**src/rtl/exception_ctrl_pkg.sv**
```systemverilog
// Shared definitions for the M-stage exception controller.
// ExcCodes, CP0 field positions, vector constants and FSM states.
package exception_ctrl_pkg;

    // MIPS ExcCode values, plus a private code marking an ERET commit
    localparam logic [4:0] EXC_INT  = 5'd0;
    localparam logic [4:0] EXC_MOD  = 5'd1;
    localparam logic [4:0] EXC_TLBL = 5'd2;
    localparam logic [4:0] EXC_TLBS = 5'd3;
    localparam logic [4:0] EXC_ADEL = 5'd4;
    localparam logic [4:0] EXC_ADES = 5'd5;
    localparam logic [4:0] EXC_SYS  = 5'd8;
    localparam logic [4:0] EXC_BP   = 5'd9;
    localparam logic [4:0] EXC_RI   = 5'd10;
    localparam logic [4:0] EXC_OV   = 5'd12;
    localparam logic [4:0] EXC_ERET = 5'b11111;

    // CP0 Status / Cause bit positions
    localparam int ST_IE  = 0;
    localparam int ST_EXL = 1;
    localparam int ST_BEV = 22;
    localparam int IM_HI  = 15;
    localparam int IM_LO  = 8;
    localparam int IP_HI  = 15;
    localparam int IP_LO  = 8;

    // Exception vector constants
    localparam logic [31:0] VEC_BEV_BASE   = 32'hBFC00200;
    localparam logic [11:0] VEC_OFF_REFILL = 12'h000;
    localparam logic [11:0] VEC_OFF_GEN    = 12'h180;

    // Bit positions inside exc_flagsM
    localparam int F_IF_ADEL       = 9;
    localparam int F_IF_TLB_REFILL = 8;
    localparam int F_IF_TLB_INV    = 7;
    localparam int F_RI            = 6;
    localparam int F_SYS           = 5;
    localparam int F_BP            = 4;
    localparam int F_OV            = 3;
    localparam int F_D_ADEL        = 2;
    localparam int F_D_ADES        = 1;
    localparam int F_D_TLB_REFILL  = 0;

    typedef enum logic [1:0] {
        S_IDLE  = 2'd0,
        S_FLUSH = 2'd1,
        S_WAIT  = 2'd2
    } exc_state_e;

    // Vector target: BEV selects the boot ROM base, else EBase page
    function automatic logic [31:0] exc_vector(
        input logic        bev,
        input logic [31:0] ebase,
        input logic [11:0] offset
    );
        logic [31:0] base;
        base = bev ? VEC_BEV_BASE : {ebase[31:12], 12'h000};
        return base + {20'h00000, offset};
    endfunction

endpackage

```
**src/rtl/exception_ctrl_priority.sv**
```systemverilog
// Fixed-priority exception encoder for the M stage.
// TLB_EXC_EN: when defined, TLB refill/invalid/modify flags participate.
module exc_priority_enc
    import exception_ctrl_pkg::*;
(
    input  logic       int_i,
    input  logic [9:0] flags_i,
    input  logic       d_tlb_inv_i,
    input  logic       d_tlb_mod_i,
    input  logic       eret_i,
    output logic       valid_o,
    output logic [4:0] code_o,
    output logic       fetch_o,
    output logic       data_o,
    output logic       refill_o
);

    logic if_refill;
    logic if_inv;
    logic d_refill;
    logic d_inv;
    logic d_mod;

`ifdef TLB_EXC_EN
    assign if_refill = flags_i[F_IF_TLB_REFILL];
    assign if_inv    = flags_i[F_IF_TLB_INV];
    assign d_refill  = flags_i[F_D_TLB_REFILL];
    assign d_inv     = d_tlb_inv_i;
    assign d_mod     = d_tlb_mod_i;
`else
    logic unused_tlb;
    assign unused_tlb = ^{flags_i[F_IF_TLB_REFILL],
                          flags_i[F_IF_TLB_INV],
                          flags_i[F_D_TLB_REFILL],
                          d_tlb_inv_i, d_tlb_mod_i};
    assign if_refill = 1'b0;
    assign if_inv    = 1'b0;
    assign d_refill  = 1'b0;
    assign d_inv     = 1'b0;
    assign d_mod     = 1'b0;
`endif

    // Highest-priority pending event wins; fetch before decode before data
    always_comb begin
        valid_o  = 1'b1;
        code_o   = EXC_INT;
        fetch_o  = 1'b0;
        data_o   = 1'b0;
        refill_o = 1'b0;
        if (int_i) begin
            code_o = EXC_INT;
        end else if (flags_i[F_IF_ADEL]) begin
            code_o  = EXC_ADEL;
            fetch_o = 1'b1;
        end else if (if_refill || if_inv) begin
            code_o   = EXC_TLBL;
            fetch_o  = 1'b1;
            refill_o = if_refill;
        end else if (flags_i[F_RI]) begin
            code_o = EXC_RI;
        end else if (flags_i[F_SYS]) begin
            code_o = EXC_SYS;
        end else if (flags_i[F_BP]) begin
            code_o = EXC_BP;
        end else if (flags_i[F_OV]) begin
            code_o = EXC_OV;
        end else if (flags_i[F_D_ADEL]) begin
            code_o = EXC_ADEL;
            data_o = 1'b1;
        end else if (flags_i[F_D_ADES]) begin
            code_o = EXC_ADES;
            data_o = 1'b1;
        end else if (d_refill) begin
            code_o   = EXC_TLBL;
            data_o   = 1'b1;
            refill_o = 1'b1;
        end else if (d_inv) begin
            code_o = EXC_TLBS;
            data_o = 1'b1;
        end else if (d_mod) begin
            code_o = EXC_MOD;
            data_o = 1'b1;
        end else if (eret_i) begin
            code_o = EXC_ERET;
        end else begin
            valid_o = 1'b0;
        end
    end

endmodule

```
**src/rtl/exception_ctrl.sv**
```systemverilog
// M-stage exception/ERET controller: detect, commit pulse, fetch redirect.
// TLB_EXC_EN: when defined, TLB exceptions and the refill vector are enabled.
module exception_ctrl
    import exception_ctrl_pkg::*;
(
    input  logic        clk,
    input  logic        rst,
    input  logic        stallM,
    input  logic        inst_validM,
    input  logic [31:0] pcM,
    input  logic        is_in_delayslotM,
    input  logic [9:0]  exc_flagsM,
    input  logic        d_tlb_invM,
    input  logic        d_tlb_modM,
    input  logic        eretM,
    input  logic [31:0] mem_addrM,
    input  logic [31:0] cp0_status,
    input  logic [31:0] cp0_cause,
    input  logic [31:0] cp0_epc,
    input  logic [31:0] cp0_ebase,
    output logic        flush_exception,
    output logic [4:0]  except_type,
    output logic [31:0] pc_exc,
    output logic [31:0] badvaddr,
    output logic        is_in_delayslot,
    output logic        redirect_valid,
    output logic [31:0] redirect_pc,
    input  logic        redirect_ready
);

    exc_state_e  state_q, state_d;
    logic        flush_q, flush_d;
    logic        rvalid_q, rvalid_d;
    logic [4:0]  type_q, type_d;
    logic [31:0] pc_exc_q, pc_exc_d;
    logic [31:0] bad_q, bad_d;
    logic        ds_q;
    logic [31:0] rpc_q, rpc_d;

    logic        int_pend;
    logic        enc_valid;
    logic [4:0]  enc_code;
    logic        enc_fetch;
    logic        enc_data;
    logic        enc_refill;
    logic        evt;
    logic [11:0] vec_off;
    logic [31:0] vec_pc;

    logic unused_cp0;
    assign unused_cp0 = ^{cp0_status[31:23], cp0_status[21:16],
                          cp0_status[7:2], cp0_cause[31:16],
                          cp0_cause[7:0], cp0_ebase[11:0]};

    assign int_pend = cp0_status[ST_IE] && !cp0_status[ST_EXL] &&
                      (|(cp0_cause[IP_HI:IP_LO] &
                         cp0_status[IM_HI:IM_LO]));

    exc_priority_enc u_enc (
        .int_i       (int_pend),
        .flags_i     (exc_flagsM),
        .d_tlb_inv_i (d_tlb_invM),
        .d_tlb_mod_i (d_tlb_modM),
        .eret_i      (eretM),
        .valid_o     (enc_valid),
        .code_o      (enc_code),
        .fetch_o     (enc_fetch),
        .data_o      (enc_data),
        .refill_o    (enc_refill)
    );

    // Bubbles never raise anything; a pending interrupt simply waits
    assign evt = enc_valid && inst_validM;

`ifdef TLB_EXC_EN
    assign vec_off = (enc_refill && !cp0_status[ST_EXL]) ?
                     VEC_OFF_REFILL : VEC_OFF_GEN;
`else
    logic unused_refill;
    assign unused_refill = enc_refill;
    assign vec_off = VEC_OFF_GEN;
`endif

    assign vec_pc = exc_vector(cp0_status[ST_BEV], cp0_ebase, vec_off);

    // Next state and captured exception record; detection only in IDLE
    always_comb begin
        state_d  = state_q;
        type_d   = type_q;
        pc_exc_d = pc_exc_q;
        bad_d    = bad_q;
        rpc_d    = rpc_q;
        unique case (state_q)
            S_IDLE: begin
                if (evt && !stallM) begin
                    state_d  = S_FLUSH;
                    type_d   = enc_code;
                    pc_exc_d = pcM;
                    if (enc_fetch) begin
                        bad_d = pcM;
                    end else if (enc_data) begin
                        bad_d = mem_addrM;
                    end
                    rpc_d = (enc_code == EXC_ERET) ? cp0_epc : vec_pc;
                end
            end
            S_FLUSH: begin
                state_d = redirect_ready ? S_IDLE : S_WAIT;
            end
            S_WAIT: begin
                if (redirect_ready) begin
                    state_d = S_IDLE;
                end
            end
            default: begin
                state_d = S_IDLE;
            end
        endcase
        flush_d  = (state_d == S_FLUSH);
        rvalid_d = (state_d != S_IDLE);
    end

    // State and output registers
    always_ff @(posedge clk) begin
        if (rst) begin
            state_q  <= S_IDLE;
            flush_q  <= 1'b0;
            rvalid_q <= 1'b0;
            type_q   <= 5'd0;
            pc_exc_q <= 32'h0;
            bad_q    <= 32'h0;
            ds_q     <= 1'b0;
            rpc_q    <= 32'h0;
        end else begin
            state_q  <= state_d;
            flush_q  <= flush_d;
            rvalid_q <= rvalid_d;
            type_q   <= type_d;
            pc_exc_q <= pc_exc_d;
            bad_q    <= bad_d;
            ds_q     <= is_in_delayslotM;
            rpc_q    <= rpc_d;
        end
    end

    assign flush_exception = flush_q;
    assign redirect_valid  = rvalid_q;
    assign except_type     = type_q;
    assign pc_exc          = pc_exc_q;
    assign badvaddr        = bad_q;
    assign is_in_delayslot = ds_q;
    assign redirect_pc     = rpc_q;

endmodule

```
**config.mk**
```make
export PLATFORM = sky130hd
export DESIGN_NAME = exception_ctrl
export DESIGN_NICKNAME = d
export VERILOG_FILES = /design/src/rtl/exception_ctrl_pkg.sv /design/src/rtl/exception_ctrl_priority.sv /design/src/rtl/exception_ctrl.sv
export SDC_FILE = /design/constraint.sdc
export NUM_CORES = 1
export LEC_CHECK = 0
export ABC_AREA = 1
export CAP_MARGIN = 20
export CORE_AREA = 2 2 122 124
export CTS_CLUSTER_SIZE = 28
export DETAILED_ROUTE_END_ITERATION = 6
export DIE_AREA = 0 0 124 126
export DONT_BUFFER_PORTS = 1
export GPL_TIMING_DRIVEN = 0
export PLACE_DENSITY_LB_ADDON = 0.2
export SYNTH_ARGS = -nofsm -noshare
export SYNTH_HDL_FRONTEND = slang
export SYNTH_HIERARCHICAL = 1
export SYNTH_SLANG_ARGS = --single-unit
```
**constraint.sdc**
```tcl
create_clock -name clk -period 2.2 [get_ports clk]
set_input_delay 0.55 -clock clk [delete_from_list [all_inputs] [get_ports clk]]
set_output_delay 0.55 -clock clk [all_outputs]
set_load 0.05 [all_outputs]
```
==> impl_metrics.yaml <==
worst_setup_path:
  worst-setup-path-type: "in -> reg"
  startpoint: "cp0_cause[11]"
  worstReg2RegEnd: "badvaddr[22]"
  critPathMaxFanout: 10
  rrSetupSlack_ns: 0.69
  cp.arrival_ns: 2.27
  cp-endpoint: "badvaddr[22]"
  start_kind: "primary input"
  reg2regPathDepth: 7
  critPathRequiredTime_ns: 2.44
  worst_setup_path_end_kind: "register"
  r2r-start: "state_q[1]"
final_layout:
  fin_util_pct: 37.1
  diodes: 0
  design_area_sq_um: 5310
  final_nets: 940
  multiInputGateArea_sq_um: 2330
  fill_cells: 1582
  seqCellArea_sq_um: 2120
  layout_common_cells: "208 x nor2_1, 199 x nand2_1, 106 x dfxtp_1"
  syn_to_final_growth_pct: 11.5
  drive_gt1_share_pct: 7.78
  final_common_cell: "nor2_1"
power:
  power.total_mw: 4.56
  ir_drop_v: 0.000356
  p_leak_nw: 2.30
  power.density_nw_per_um2: 860
timing:
  max_freq_ghz: 0.495
  fin_crit_sh_pct: 91.9
  slew_violations: 0
  rsz0062_at_grt: "false"
  slew_headroom_pct: 60.4
  skew_ns: 0.00645
  setup_viol: 0
  fin_crit_ns: 2.02
  hold_viol_final: 0
  hold_ws_ns: 0.310
  worstMarginPinSlew_ns: 0.592
synth:
  syn_area_per_cell_sq_um: 6.63
  synth_cells: 718
  yosys_warnings: 6
  synth_fp_nets: 929
  synth_area_sq_um: 4760
clock_network:
  tritoncts: "yes"
  numCtsBuffers: 9
  clkTransAtPathRegs_ns: 0.07
  clkLatencyLatePin_ns: 0.34
  clock_path_buffers: 2
  cts_hold_buf: 0
  cts_root_buf: "clkbuf_16"
  cts-htree-levels: 3
  clock-sinks: 106
floorplanning:
  num_rows: 44
  dieArea_sq_um: 15600
  die_w_um: 124
  ios: 315
  core-area_sq_um: 14300
  die_y_um: 126
  start_util_pct: 33.3
route:
  routed_wl_um: 15000
  vias: 4412
  drt_pass1_iterations: 4
  wl_met2_um: 6950
  ant_nets: 0
  drc: 0
  routed.top_layer: "met4"
  wl_met1_um: 5910
  drt-vias-per-instance: 4.81
  wl_met3_um: 2040
  drt_iter0_drc: 243
  wl_per_cell_um: 16.4
global_routing:
  grt-ovfl-total: 0
  grt_pass1_vias: 4339
  grt_max_degree: 17
  grt_pass1_wl_um: 22600
  gr-usage-all-layers_pct: 18.9
  antenna_found_initial: 0
job:
  maxCapViolCount: 0
status:
  outcome: "complete, no violations"
placed_design:
  place_area_sq_um: 4990
  gp_congestion: 0.840
  hpwl_um: 11900
  portBuffers: 0
min_path:
  hp-class: "in -> reg"
[final cells by class]
class	count	share of cell area [%]
clock buffers	11	4.57
flip-flops and latches	106	40.0
plain buffers	44	4.03
inverters	30	2.12
multi-input cells	538	44.0
well taps	184	4.34
clock inverters	4	0.967
[flip-flops by register name, indices dropped and copies added (netlist names)]
| register | flops |
|---|---|
| badvaddr | 32 |
| is_in_delayslot | 1 |
| state_q | 2 |
| except_type | 5 |
| redirect_pc | 32 |
| pc_exc | 32 |
| flush_exception | 1 |
| redirect_valid | 1 |
[worst min-delay path by stage]
stage / from / end / slack (ns) / cells after the start
after CTS: is_in_delayslotM / is_in_delayslot / 0.29 / 2
after global routing: is_in_delayslotM / is_in_delayslot / 0.30 / 2
after floorplan: state_q[1] / state_q[1] / 0.50 / 3
final: is_in_delayslotM / is_in_delayslot / 0.31 / 2
after global placement: state_q[1] / state_q[1] / 0.53 / 3
after detailed placement: state_q[1] / state_q[1] / 0.54 / 3
[worst max-delay path, stage by stage]
cell and delay (ns):
nand2_1 0.04, nand4_1 0.09, o21a_1 0.24, nor2_1 0.16
buf_2 0.24, nor2_1 0.11, nor2_4 0.27, buf_2 0.32
nand2_1 0.08, nand2_1 0.10, nor2_1 0.05
[per-layer routing]
layer	vias up	track usage [%]
li1	2248	-
met1	1942	21.4
met2	211	31.8
met3	11	8.97
met4	0	4.82
met5	-	0
[metrics by stage]
stage | setup TNS, ns | setup slack [ns] | std cells
finish | 0 | 0.179 | 917
global route | 0 | 0.0142 | 917
CTS | 0 | 0.0601 | 917
detailed placement | -23.59 | -0.495 | 902
global placement | -19.61 | -0.441 | 902
floorplan | 0 | 0.148 | 718
[timing repair]
item                                    CTS  global route
resized for setup                         1            15
endpoints found under the setup margin   31            64
pin swaps                                 0             1
buffers inserted                          0             0
[report_power, final]
group | internal, mW | total (mW) | switching (mW)
registers | 2.03 | 2.50 | 0.469
clock network | 0.911 | 1.62 | 0.709
logic | 0.163 | 0.444 | 0.281
(Power assumes the default switching activity.)
